**src/rtl/nv_nvdla_nocif_dram_write_arb_pkg.sv**
```systemverilog
// Shared constants and FSM state type for the NOCIF DRAM write arbiter.
package nv_nvdla_nocif_dram_write_arb_pkg;

   localparam int ARB_NUM_CLI = 5;
   localparam int ARB_OS_W    = 9;
   localparam int WT_W        = 8;
   localparam int LEN_W       = 2;
   localparam int ID_W        = 3;

   typedef enum logic {
      ST_IDLE = 1'b0,
      ST_GNT  = 1'b1
   } arb_state_e;

endpackage

```
**src/rtl/nv_nvdla_nocif_dram_write_arb_rr_pick.sv**
```systemverilog
// Round-robin picker: first eligible client at or after rr_ptr, wrapping modulo NUM_CLI.
module nv_nvdla_nocif_dram_write_arb_rr_pick
   import nv_nvdla_nocif_dram_write_arb_pkg::*;
#(
   parameter int NUM_CLI = ARB_NUM_CLI
) (
   input  logic [NUM_CLI-1:0] eligible,
   input  logic [ID_W-1:0]    rr_ptr,
   output logic [ID_W-1:0]    winner,
   output logic               found
);

   localparam logic [ID_W:0] NUM_CLI_W = (ID_W+1)'(NUM_CLI);

   logic [ID_W:0] idx;

   // NOTE: every always_comb output gets a default before any branch, otherwise a latch is inferred.
   always_comb begin
      winner = '0;
      found  = 1'b0;
      idx    = '0;
      // Scan farthest-first so the closest eligible client to rr_ptr is the last one written.
      for (int k = NUM_CLI - 1; k >= 0; k--) begin
         idx = {1'b0, rr_ptr} + (ID_W+1)'(k);
         if (idx >= NUM_CLI_W) idx = idx - NUM_CLI_W;
         if (eligible[idx[ID_W-1:0]]) begin
            winner = idx[ID_W-1:0];
            found  = 1'b1;
         end
      end
   end

endmodule

```
**src/rtl/nv_nvdla_nocif_dram_write_arb.sv**
```systemverilog
// Weighted round-robin DRAM write arbiter with outstanding-beat credit gating.
module nv_nvdla_nocif_dram_write_arb
   import nv_nvdla_nocif_dram_write_arb_pkg::*;
#(
   parameter int NUM_CLI = ARB_NUM_CLI,
   parameter int OS_W    = ARB_OS_W
) (
   input  logic                     nvdla_core_clk,
   input  logic                     nvdla_core_rstn,
   input  logic [NUM_CLI-1:0]       cli_req_vld,
   input  logic [LEN_W*NUM_CLI-1:0] cli_req_len,
   input  logic [WT_W*NUM_CLI-1:0]  cli_wt,
   output logic [NUM_CLI-1:0]       cli_req_rdy,
   input  logic [7:0]               reg2dp_wr_os_cnt,
   output logic                     arb_gnt_vld,
   output logic [ID_W-1:0]          arb_gnt_id,
   output logic [LEN_W-1:0]         arb_gnt_len,
   input  logic                     arb_gnt_rdy,
   input  logic                     eg2ig_axi_vld,
   input  logic [LEN_W-1:0]         eg2ig_axi_len,
   output logic [OS_W-1:0]          os_cnt_cur,
   output logic                     os_underflow
);

   arb_state_e       state;
   logic [WT_W-1:0]  credit  [NUM_CLI];
   logic [WT_W-1:0]  wt      [NUM_CLI];
   logic [LEN_W-1:0] req_len [NUM_CLI];
   logic [ID_W-1:0]  rr_ptr;
   logic [OS_W-1:0]  os_cnt;

   logic [NUM_CLI-1:0] wanting;
   logic [NUM_CLI-1:0] eligible;
   logic [ID_W-1:0]    winner;
   logic               found;
   logic [LEN_W-1:0]   win_len;
   logic               credit_ok;
   logic               accept;
   logic [2:0]         gnt_beats;
   logic [2:0]         ret_beats;
   logic [OS_W:0]      os_sum;
   logic               os_below;
   logic [OS_W-1:0]    os_nxt;

   always_comb begin
      for (int i = 0; i < NUM_CLI; i++) begin
         wt[i]       = cli_wt[i*WT_W +: WT_W];
         req_len[i]  = cli_req_len[i*LEN_W +: LEN_W];
         wanting[i]  = cli_req_vld[i] & (|wt[i]);
         eligible[i] = wanting[i] & (|credit[i]);
      end
   end

   nv_nvdla_nocif_dram_write_arb_rr_pick #(
      .NUM_CLI (NUM_CLI)
   ) u_rr_pick (
      .eligible (eligible),
      .rr_ptr   (rr_ptr),
      .winner   (winner),
      .found    (found)
   );

   assign win_len   = req_len[winner];
   // os + beats <= limit + 1 with both sides' +1 cancelled.
   assign credit_ok = ((OS_W+1)'(os_cnt) + (OS_W+1)'(win_len)) <= (OS_W+1)'(reg2dp_wr_os_cnt);
   assign accept    = arb_gnt_vld & arb_gnt_rdy;

   assign gnt_beats = {1'b0, arb_gnt_len} + 3'd1;
   assign ret_beats = {1'b0, eg2ig_axi_len} + 3'd1;
   assign os_sum    = {1'b0, os_cnt} + (OS_W+1)'(accept ? gnt_beats : 3'd0);
   assign os_below  = eg2ig_axi_vld && (os_sum < (OS_W+1)'(ret_beats));
   assign os_nxt    = os_below      ? '0 :
                      eg2ig_axi_vld ? OS_W'(os_sum - (OS_W+1)'(ret_beats)) : OS_W'(os_sum);
   assign os_cnt_cur = os_cnt;

   always_comb begin
      cli_req_rdy = '0;
      if (accept) cli_req_rdy[arb_gnt_id] = 1'b1;
   end

   // NOTE: sequential state uses non-blocking assignments so every register samples pre-edge values.
   always_ff @(posedge nvdla_core_clk or negedge nvdla_core_rstn) begin
      if (!nvdla_core_rstn) begin
         state        <= ST_IDLE;
         arb_gnt_vld  <= 1'b0;
         arb_gnt_id   <= '0;
         arb_gnt_len  <= '0;
         rr_ptr       <= '0;
         os_cnt       <= '0;
         os_underflow <= 1'b0;
         // NOTE: the credit array is true state, not storage: zero credits force a reload on the first request.
         for (int i = 0; i < NUM_CLI; i++) credit[i] <= '0;
      end else begin
         os_cnt <= os_nxt;
         if (os_below) os_underflow <= 1'b1;
         case (state)
            ST_IDLE: begin
               if (found) begin
                  // A blocked winner stalls arbitration rather than letting another client pass it.
                  if (credit_ok) begin
                     state       <= ST_GNT;
                     arb_gnt_vld <= 1'b1;
                     arb_gnt_id  <= winner;
                     arb_gnt_len <= win_len;
                  end
               end else if (|wanting) begin
                  for (int i = 0; i < NUM_CLI; i++) credit[i] <= wt[i];
               end
            end
            ST_GNT: begin
               if (arb_gnt_rdy) begin
                  state              <= ST_IDLE;
                  arb_gnt_vld        <= 1'b0;
                  credit[arb_gnt_id] <= credit[arb_gnt_id] - WT_W'(1);
                  rr_ptr             <= (arb_gnt_id == ID_W'(NUM_CLI - 1)) ? '0 : arb_gnt_id + ID_W'(1);
               end
            end
            default: state <= ST_IDLE;
         endcase
      end
   end

endmodule

```
**config.mk**
```make
export PLATFORM = sky130hd
export DESIGN_NAME = nv_nvdla_nocif_dram_write_arb
export DESIGN_NICKNAME = d
export VERILOG_FILES = /design/src/rtl/nv_nvdla_nocif_dram_write_arb_pkg.sv /design/src/rtl/nv_nvdla_nocif_dram_write_arb_rr_pick.sv /design/src/rtl/nv_nvdla_nocif_dram_write_arb.sv
export SDC_FILE = /design/constraint.sdc
export NUM_CORES = 1
export LEC_CHECK = 0
export ABC_CLOCK_PERIOD_IN_PS = 5700
export BUFFER_PORTS_ARGS = -buffer_cell sky130_fd_sc_hd__buf_2
export CAP_MARGIN = 20
export CORE_UTILIZATION = 53
export CTS_CLUSTER_SIZE = 12
export DETAILED_ROUTE_END_ITERATION = 10
export PLACE_DENSITY_LB_ADDON = 0.12
export SETUP_SLACK_MARGIN = 0.5
export SLEW_MARGIN = 20
export SYNTH_ARGS = -nofsm -noshare
export SYNTH_HDL_FRONTEND = slang
export SYNTH_SLANG_ARGS = --single-unit
```
**constraint.sdc**
```tcl
create_clock -name nvdla_core_clk -period 5.7 [get_ports nvdla_core_clk]
set_input_delay 1.71 -clock nvdla_core_clk [delete_from_list [all_inputs] [get_ports nvdla_core_clk]]
set_output_delay 1.71 -clock nvdla_core_clk [all_outputs]
set_load 0.01 [all_outputs]
```
==> metrics <==
worst-case clock skew=between 0.015 and 0.02 ns; arrival time worst endpoint=roughly 7.1 ns; WP data required=5.93 ns; number of setup violations in the final report=7; ys flop type=sky130_fd_sc_hd__dfrtp_1; drt initial violations=around 580; antenna violations before repair=0; proportion of layout cells with a drive suffix above 1=37.7%; Async S/R FF share, synth=100%; R2R Path Start=rr_ptr[1]; Floorplan Core Area=between 10000 and 15000 µm²; relative area change from synthesis to final layout=39.8%; TritonCTS clock tree=yes; I/O Buffers=89; setup total negative slack=-7.97 ns; Hold Path Stages=1; worst setup path startpoint=cli_wt[16]; Final Hold Viols=0; PnR worst setup slack=-1.19 ns; wire length of the first global-routing pass=33.4 mm; met1 demand-to-capacity share in global routing=50.6%; Syn Inst Count=677; number of antenna-violating nets in the routed design=0; number of optimization iterations in the first detailed-route pass=5; routed wire length=20.6 mm; commonest non-fill, non-tap cell in the layout=sky130_fd_sc_hd__buf_4; RSZ-0062 raised after global routing=true; cell area after synthesis=between 5000 and 6000 µm²; DIE AREA=11100 µm²; total number of vias=between 6000 and 7000; met3 track utilization from global routing=under 10%; DRC violation count after routing=0; # H-tree levels=3; endpoint class of the critical path=flip-flop; run status=finished with violations; reported max-cap violation count=0; met2 Resource Use GR=around three fifths; highest net fanout along the worst path=5; per-instance average area after synthesis=8.37 µm²; Layout fillers=approximately 750; GRT Total Usage=between 30% and 40%; die width=about 110 µm; post-synth net total=approximately 800; number of flops mapped to enable cells by yosys=0; initial standard-cell utilization of the core=54.9%; number of library cell types mapped by synthesis=a little under 80; Final Max Tran Viols=0; number of synthesized register bits=60; achievable clock frequency=around 150 MHz; Relative slew margins=a little over 40%; largest net degree at the start of global routing=around 60; number of diodes added for antenna fixing=0; period utilisation layout=121%; total I/O pin count=90; cells on worst reg2reg path=27; # hold bufs at CTS=0; Most Used Layer, Global Route=met2; Worst Tran Pin Value=about 0.90 ns; TritonCTS Sinks=60; final weighted congestion of routability-driven global placement=~0.98; Bufs on Longest Clock Path=2; vias in the first global route=a little under 7000; Final min period=~6.9 ns; HPWL after detailed placement=14.9 mm; Remaining Overflow, GRT=0; kind of start point of the critical path=primary input; critical path class=in -> reg; CTS buffer count=9; Final nets=around 1000; leading cell types in the layout, fill and taps excluded=sky130_fd_sc_hd__buf_4 (175), sky130_fd_sc_hd__buf_2 (82), sky130_fd_sc_hd__o22ai_1 (68); routed via count divided by cell count=roughly 6.4; clk_lat worst skew=about 0.35 ns; routed len/inst=roughly 20 µm; Die Span Y=about 110 µm; clock-pin slew on the worst setup and hold paths=0.07 ns; origin of the worst min-delay path=os_underflow; std cell rows=37; buffer type at the clock tree root=sky130_fd_sc_hd__clkbuf_8; share of the yosys chip area belonging to registers=26.5%; violations in the final reports=negative setup slack; path category of the worst min-delay check=reg -> reg; Yosys warnings=0
-- critical path, stage by stage --
cell                       delay [ns]
sky130_fd_sc_hd__buf_6           0.09
sky130_fd_sc_hd__or4_4           0.55
sky130_fd_sc_hd__o21ai_4         0.23
sky130_fd_sc_hd__a211oi_2        0.07
sky130_fd_sc_hd__o41ai_4         0.38
sky130_fd_sc_hd__nand2_2         0.11
sky130_fd_sc_hd__a211o_4         0.37
sky130_fd_sc_hd__a21o_1          0.21
sky130_fd_sc_hd__buf_4           0.14
sky130_fd_sc_hd__a221oi_2        0.30
sky130_fd_sc_hd__o221ai_2        0.15
sky130_fd_sc_hd__ha_2            0.22
sky130_fd_sc_hd__inv_1           0.08
sky130_fd_sc_hd__fa_1            0.45
sky130_fd_sc_hd__inv_2           0.09
sky130_fd_sc_hd__ha_4            0.20
sky130_fd_sc_hd__nor2b_4         0.11
sky130_fd_sc_hd__o21a_1          0.16
sky130_fd_sc_hd__o21a_1          0.16
sky130_fd_sc_hd__o21a_1          0.16
sky130_fd_sc_hd__o21a_1          0.16
sky130_fd_sc_hd__o21a_1          0.16
sky130_fd_sc_hd__o21a_1          0.16
sky130_fd_sc_hd__o22ai_1         0.16
sky130_fd_sc_hd__and3_4          0.23
sky130_fd_sc_hd__mux2_4          0.30
-- flip-flops by register name, summed over array words and instances, names as in the netlist --
register,flops
rr_ptr,3
arb_gnt_id,3
os_cnt_cur,9
arb_gnt_vld,1
state,1
credit,40
arb_gnt_len,2
os_underflow,1
-- worst paths after layout --
check                                 endpoint  slack [ns]
min in group asynchronous            rr_ptr[0]        1.55
worst min register to register    os_underflow        0.48
worst max register to register  arb_gnt_len[0]       -0.66
max in group asynchronous         os_underflow        3.60
worst max-delay path            arb_gnt_len[0]       -1.19
worst min-delay path              os_underflow        0.48
-- routing by layer --
| metal | wire (µm) | up-vias |
|---|---|---|
| li1 | - | 3072 |
| met1 | 8490 | 3207 |
| met2 | 9480 | 381 |
| met3 | 1860 | 77 |
| met4 | 821 | 0 |
| met5 | 0 | - |
-- cell usage after synthesis, types with 15 or more instances --
cell	n	share of area (%)
sky130_fd_sc_hd__xnor2_1	18	2.8
sky130_fd_sc_hd__clkbuf_1	33	2.2
sky130_fd_sc_hd__nand2_1	38	2.5
sky130_fd_sc_hd__dfrtp_1	60	26
sky130_fd_sc_hd__nor3_1	15	1.3
sky130_fd_sc_hd__nor2_1	49	3.2
sky130_fd_sc_hd__inv_1	33	2.2
sky130_fd_sc_hd__ha_1	30	6.6
sky130_fd_sc_hd__a21o_1	24	3.2
sky130_fd_sc_hd__a21oi_1	58	5.1
sky130_fd_sc_hd__nand4_1	15	1.7
sky130_fd_sc_hd__o22ai_1	68	7.5
-- per-stage QoR --
step                      instance area [µm²]  worst slack, ns  hold slack (ns)  cells  utilization [%]
after detailed placement                 7390            -1.69            0.458   1027             71.6
after global placement                   7390            -1.56            0.450   1027             71.6
final                                    7920            -1.19            0.475   1056             76.8
after floorplan                          5700            -1.29            0.512    677                -
after CTS                                7790            -1.12            0.474   1048             75.5
after global routing                     7920            -1.33            0.485   1056             76.8
-- area by class of cell --
| type | count | area, µm² | share of cell area (%) |
|---|---|---|---|
| Timing Repair Buffer | 268 | 1860 | 23.4 |
| Multi-Input combinational cell | 543 | 4030 | 50.9 |
| Inverter | 34 | 128 | 1.61 |
| Clock buffer | 12 | 165 | 2.08 |
| Clock inverter | 3 | 68.8 | 0.868 |
| Sequential cell | 60 | 1500 | 18.9 |
| Tap cell | 136 | 170 | 2.15 |
-- logic make-up (layout without fill, tap and decap cells) --
group,count (synthesis),after routing,share of synthesized area [%]
flops,60,60,26.5
fa+ha+maj,34,34,8.04
mux,20,20,4.97
compound gates,255,255,31.4
xor+xnor,28,28,4.33
simple gates,206,206,19.4
buf+inv,74,317,5.39
-- timing repair --
item / 4_1_cts / 5_1_grt
hold endpoints to repair: 0 / 0
buffers inserted: 6 / 8
pin swaps: 15 / 12
endpoints found under the setup margin: 7 / 7
cloned: 0 / 0
gates resized for setup: 23 / 14
Power is not shown: default switching activity piles up to over one toggle a cycle in this logic, so the estimate is an artifact.
